==> src/rtl/hazard_pkg.sv <==
// hazard_pkg: shared constants, FSM states and control vectors for the hazard controller.
package hazard_pkg;
    localparam int REG_ZERO = 0;

    typedef enum logic {ST_RUN, ST_MD_WAIT} state_t;

    // {PC_WRITE, IF_ID_WRITE, IF_ID_FLUSH, ID_EX_BUBBLE}
    typedef logic [3:0] ctrl_t;
    localparam ctrl_t CTRL_NORMAL = 4'b1100;
    localparam ctrl_t CTRL_STALL  = 4'b0001;
    localparam ctrl_t CTRL_FLUSH  = 4'b1111;
    localparam ctrl_t CTRL_RESET  = 4'b0011;
endpackage

==> src/rtl/sat_counter.sv <==
// sat_counter: event counter that sticks at all-ones instead of wrapping.
module sat_counter #(
    parameter int CNT_W = 16
) (
    input  logic             CLK,
    input  logic             RST_N,
    input  logic             INC,
    output logic [CNT_W-1:0] COUNT
);
    always_ff @(posedge CLK or negedge RST_N)
        if (!RST_N) COUNT <= '0;
        else if (INC && !(&COUNT)) COUNT <= COUNT + 1'b1;
endmodule

==> src/rtl/pipeline_hazard_ctrl.sv <==
// pipeline_hazard_ctrl: load-use / mult-div stall, branch flush and perf counters for the 5-stage CPU.
module pipeline_hazard_ctrl
    import hazard_pkg::*;
#(
    parameter int REG_ADDR_W = 5,
    parameter int MD_LAT     = 4,
    parameter int CNT_W      = 16
) (
    input  logic                  CLK,
    input  logic                  RST_N,
    input  logic                  ID_VALID,
    input  logic [REG_ADDR_W-1:0] ID_RS,
    input  logic [REG_ADDR_W-1:0] ID_RT,
    input  logic                  ID_USES_RT,
    input  logic                  ID_MD_START,
    input  logic                  ID_MD_READ,
    input  logic                  EX_MEMREAD,
    input  logic [REG_ADDR_W-1:0] EX_RT,
    input  logic                  EX_BRANCH_TAKEN,
    output logic                  PC_WRITE,
    output logic                  IF_ID_WRITE,
    output logic                  IF_ID_FLUSH,
    output logic                  ID_EX_BUBBLE,
    output logic                  MD_BUSY,
    output logic [CNT_W-1:0]      STALL_CNT,
    output logic [CNT_W-1:0]      FLUSH_CNT
);
    localparam int MDC_W = $clog2(MD_LAT + 1);

    state_t           r_state, w_state_nxt;
    logic [MDC_W-1:0] r_md_cnt, w_md_cnt_nxt;
    logic             w_lu, w_mdh, w_flush, w_stall, w_accept;

    assign MD_BUSY  = (r_state == ST_MD_WAIT);
    assign w_lu     = ID_VALID & EX_MEMREAD & (EX_RT != REG_ADDR_W'(REG_ZERO))
                    & ((EX_RT == ID_RS) | (ID_USES_RT & (EX_RT == ID_RT)));
    assign w_mdh    = ID_VALID & MD_BUSY & (ID_MD_START | ID_MD_READ);
    assign w_flush  = EX_BRANCH_TAKEN;
    assign w_stall  = ~w_flush & (w_lu | w_mdh);
    assign w_accept = ID_VALID & ID_MD_START & ~w_flush & ~w_stall;

    // Reset drives the controls directly so the pipeline is held even before the first clock.
    assign {PC_WRITE, IF_ID_WRITE, IF_ID_FLUSH, ID_EX_BUBBLE} =
        !RST_N  ? CTRL_RESET :
        w_flush ? CTRL_FLUSH :
        w_stall ? CTRL_STALL : CTRL_NORMAL;

    always_ff @(posedge CLK or negedge RST_N)
        if (!RST_N) begin
            r_state  <= ST_RUN;
            r_md_cnt <= '0;
        end else begin
            r_state  <= w_state_nxt;
            r_md_cnt <= w_md_cnt_nxt;
        end

    always_comb begin
        w_state_nxt  = r_state;
        w_md_cnt_nxt = r_md_cnt;
        if (r_state == ST_RUN) begin
            if (w_accept) begin
                w_state_nxt  = ST_MD_WAIT;
                w_md_cnt_nxt = MDC_W'(MD_LAT);
            end
        end else if (r_md_cnt == MDC_W'(1)) begin
            w_state_nxt  = ST_RUN;
            w_md_cnt_nxt = '0;
        end else begin
            w_md_cnt_nxt = r_md_cnt - 1'b1;
        end
    end

    sat_counter #(.CNT_W(CNT_W)) u_stall_cnt (.CLK(CLK), .RST_N(RST_N), .INC(w_stall), .COUNT(STALL_CNT));
    sat_counter #(.CNT_W(CNT_W)) u_flush_cnt (.CLK(CLK), .RST_N(RST_N), .INC(w_flush), .COUNT(FLUSH_CNT));
endmodule

==> config.mk <==
export PLATFORM = sky130hd
export DESIGN_NAME = pipeline_hazard_ctrl
export DESIGN_NICKNAME = d
export VERILOG_FILES = /design/src/rtl/hazard_pkg.sv /design/src/rtl/sat_counter.sv /design/src/rtl/pipeline_hazard_ctrl.sv
export SDC_FILE = /design/constraint.sdc
export NUM_CORES = 1
export LEC_CHECK = 0
export CAP_MARGIN = 10
export CORE_MARGIN = 8
export CORE_UTILIZATION = 43
export CTS_CLUSTER_SIZE = 10
export DETAILED_ROUTE_END_ITERATION = 12
export PLACE_DENSITY = 0.74
export SLEW_MARGIN = 20
export SYNTH_ARGS = -nofsm -noshare
export SYNTH_HDL_FRONTEND = slang
export SYNTH_HIERARCHICAL = 1
export SYNTH_SLANG_ARGS = --single-unit
==> constraint.sdc <==
create_clock -name CLK -period 2.1 [get_ports CLK]
set_input_delay 0.21 -clock CLK [delete_from_list [all_inputs] [get_ports CLK]]
set_output_delay 0.21 -clock CLK [all_outputs]
set_load 0.005 [all_outputs]
==> results list <==
- Final number of max-transition violations: 0
- Total number of vias: 1896
- Slack of the worst reg-to-reg path: 0.35 ns
- Count of standard-cell rows: 25
- Family with the most delay on the worst path: buffers and inverters
* Simple-gate area share of the yosys netlist: 0.276
- Power per cell area: 825 mW/mm2
- The min-delay analysis places its worst path in the category in -> async.
* FF+latch count, synth: 36
- On the final layout, the worst clock skew is 0.00329 ns.
- Using the TritonRoute via totals, the vias-per-cell ratio works out to between 5 and 6.
* Core Area: 0.00475 mm2
* Count of nets after finishing: 317
- Reg-to-reg critical path endpoint: u_flush_cnt/COUNT[1]
- Remaining global-route overflow: 0
* EDFF count, synth: 0
- Highest clock frequency the design can meet: 488 MHz
- Counting both buffers and inverters, the worst setup path holds a total of 10.
- In this run the remaining antenna-violating nets after routing total 0.
- Final non-filler cell area: 0.00315 mm2
* Wire length after detailed routing: between 5000 and 6000 um
- Critical path cell sequence: dlygate4sd2_1 -> buf_4 -> xnor2_2 -> nand3_1 -> buf_4 -> buf_4 -> buf_4 -> buf_4 -> buf_4 -> buf_4 -> buf_4 -> buf_4 -> o22a_1 -> o21ai_1
- WS Path Type: in -> reg
- For this run, the number of Yosys warnings is 6.
- Number of CTS-inserted buffers: 5
- After detailed routing, the number of remaining DRC violations is 0.
- Pleak: 1.42 nW
- Post-detailed-placement half-perimeter wirelength: between 4000 and 5000 um
- Max stage delay on crit path: between 0.2 and 0.3 ns
- Tot GR Track Use: 0.154
- N_diodes: 0
- Die X-Extent: 86.4 um
* Wire length of the first global-routing pass: 9160 um
- The initial utilization of the core area, before any placement, comes to 0.448.
* Area added between synthesis and finish: 47.5%
- CP Max Fanout: 3
- On the critical path, the stage with the largest delay is an instance of sky130_fd_sc_hd__dlygate4sd2_1.
* Clock sink total: 36
- Dividing the final minimum period by the clock period gives 0.975.
- Count of max-cap constraint violations: 0
* Number of antenna violations at the first check in global routing: 0
* Number of levels the H-tree was split into: 2
- The worst register-to-register path begins at u_flush_cnt/COUNT[0].
- In the final layout, the share of cells above drive strength 1 is 0.220.
- Max_slew headroom: 0.698
- Yosys cell types: 38
- Crit path top cell by count: sky130_fd_sc_hd__buf_4
- Setup violations remaining at the end of the flow were counted as 0.
- The floorplan step defined a die boundary enclosing approximately 0.0075 mm2.
- Weighted congestion at the end of routability-driven global placement: 0.816
- Async set-reset flop share out of synthesis: 1.00
- The number of nets handed over by synthesis was 233.
- For the worst setup path, the data arrival time is 2.25 ns.
- STA classifies the critical path endpoint as a register.
- Port Buffers: between 50 and 60
* Clk pin slew, worst setup/hold paths: 0.07 ns
- The flow ran to the end, and the final reports show no timing, DRC or antenna violations.
- CTS placed an instance of sky130_fd_sc_hd__clkbuf_8 at the clock tree root.
- Adder-cell area share of the yosys netlist: 0.0235
* Most frequent cells in the layout: sky130_fd_sc_hd__clkdlybuf4s50_1, sky130_fd_sc_hd__dfrtp_1, sky130_fd_sc_hd__buf_4
* Min Hold Slack: 0.312 ns
- At the later pin of the worst-skew pair, clock insertion delay measures 0.28 ns.
- Number of iterations in the first detailed-routing pass: 5
- The first routing iteration left between 70 and 80 violations.
- Required @ worst endpoint: 2.31 ns
- After detailed routing, the average wire length per cell comes to 15.9 um.
- Synthesized instance count: 206
- TritonCTS built the clock tree.
* Post-Place Cell Area: 0.00288 mm2
* Number of hold violations in the final report: 0
- Synthesized area per cell: 10.3 um2
* Critical path depth: 14
- The most used flip-flop cell after synthesis is sky130_fd_sc_hd__dfrtp_1.
* Most common library cell in the layout ignoring fill and taps: sky130_fd_sc_hd__clkdlybuf4s50_1
- Die height: between 80 and 90 um
- Summing every instance area after synthesis gives 0.00213 mm2.
- Sum of negative setup slack: 0 ns
* Worst Max-Slew Pin Slew: roughly 0.45 ns
* Dominant combinational cell family by area after synthesis: simple AND/OR/NAND/NOR gates
* Maximum number of pins on one net before global-route repair: 34
- R2R cell count: 5
- For this run, the register share of the synthesized area comes to 0.423.
* Number of buffers between clock root and the deepest sink: 2
- Of the total synthesized cell area, the portion taken by XOR and XNOR cells is 0.131.
* Maximum resistive drop on vdd: roughly 0.00056 V
- 60 I/O pins were placed.
- Of the post-synthesis cell area, the part taken by muxes is 0.0469.
- Subtracting the final worst setup slack from the clock period gives 2.05 ns.
* Nature of the critical path startpoint: input pin
* Via count of the first global-routing pass: between 1500 and 2000
- Compound-cell area share of the yosys netlist: 0.0792
## cells by family (layout without fill, tap and decap cells)
| kind of cell | Yosys count | after routing |
|---|---|---|
| AO/OA/AOI/OAI | 24 | 24 |
| AND/OR/NAND/NOR | 91 | 91 |
| XOR/XNOR | 32 | 32 |
| flip-flops | 36 | 36 |
| adder cells (fa/ha/maj) | 4 | 4 |
| multiplexers | 9 | 9 |
| buffers and inverters | 10 | 95 |
## cell type report
type,instances,area [um2]
clock buffers,7,96.3
clock inverters,1,30.0
well taps,67,83.8
repair buffers,81,756
inverters,6,22.5
fillers,383,1610
flip-flops and latches,36,901
multi-input cells,160,1260
## cell usage after synthesis, types with 3 or more instances
cell type / count / share of area
sky130_fd_sc_hd__nor3_1: 10 / 0.023
sky130_fd_sc_hd__nand2b_1: 4 / 0.012
sky130_fd_sc_hd__nor2_1: 16 / 0.028
sky130_fd_sc_hd__nand4_1: 7 / 0.021
sky130_fd_sc_hd__nand4_2: 4 / 0.023
sky130_fd_sc_hd__inv_1: 6 / 0.011
sky130_fd_sc_hd__and4_1: 4 / 0.016
sky130_fd_sc_hd__mux2_2: 8 / 0.042
sky130_fd_sc_hd__a21oi_1: 3 / 0.0070
sky130_fd_sc_hd__xnor2_1: 16 / 0.066
sky130_fd_sc_hd__nor4_2: 4 / 0.023
sky130_fd_sc_hd__nand3_1: 15 / 0.035
sky130_fd_sc_hd__o21ai_0: 8 / 0.019
sky130_fd_sc_hd__o211ai_1: 3 / 0.011
sky130_fd_sc_hd__xor2_1: 16 / 0.066
sky130_fd_sc_hd__ha_1: 4 / 0.023
sky130_fd_sc_hd__nand2_1: 14 / 0.025
sky130_fd_sc_hd__dfrtp_1: 36 / 0.42
## metal layers
| metal | vias up | track usage | wire, um |
|---|---|---|---|
| met1 | 913 | 0.178 | 2390 |
| li1 | 917 | - | - |
| met5 | - | 0 | 0 |
| met4 | 0 | 0.0563 | 153 |
| met3 | 15 | 0.0463 | 260 |
| met2 | 51 | 0.263 | 2870 |
## worst max path at each step
stage | startpoint | slack, ns | end
6_report | EX_RT[2] | 0.05 | r_md_cnt[0]
5_1_grt | ID_RT[1] | -0.02 | u_stall_cnt/COUNT[14]
4_1_cts | ID_RS[4] | 0.03 | r_md_cnt[0]
3_5_place_dp | EX_RT[3] | -0.41 | u_stall_cnt/COUNT[11]
3_3_place_gp | EX_RT[3] | -0.38 | u_stall_cnt/COUNT[11]
2_1_floorplan | EX_RT[2] | 0.15 | u_stall_cnt/COUNT[11]
## what timing repair did
item / in CTS / in global routing
endpoints found under the setup margin: 11 / 7
hold buffers: 1 / 0
endpoints found under the hold margin: 3 / 0
pin swaps: 0 / 7
gates resized for setup: 11 / 13
setup buffers: 8 / 0
## state kept, by name (all words and copies together) (netlist names)
signal and flops:
u_stall_cnt/COUNT 16, MD_BUSY 1, r_md_cnt 3, u_flush_cnt/COUNT 16
## worst reg2reg max path, delay by kind of cell, from the launching register on
kind | cells | cell delay (ns)
fa+ha+maj | 1 | 0.26
flops | 1 | 0.43
mux | 1 | 0.34
simple gates | 3 | 0.61
## power breakdown
group | internal, mW | switching [mW]
clock network | 0.419 | 0.241
logic | 0.508 | 0.377
registers | 0.841 | 0.209
## stage by stage
step | power (mW) | util | instances | worst slack [ns]
after global routing | 2.75 | 0.662 | 358 | -0.0203
after detailed placement | 1.89 | 0.605 | 341 | -0.413
after global placement | 1.86 | 0.605 | 341 | -0.382
final | 2.59 | 0.662 | 358 | 0.0524
after CTS | 2.59 | 0.649 | 358 | 0.0331
after floorplan | 1.42 | - | 206 | 0.146
(Power assumes the default switching activity.)
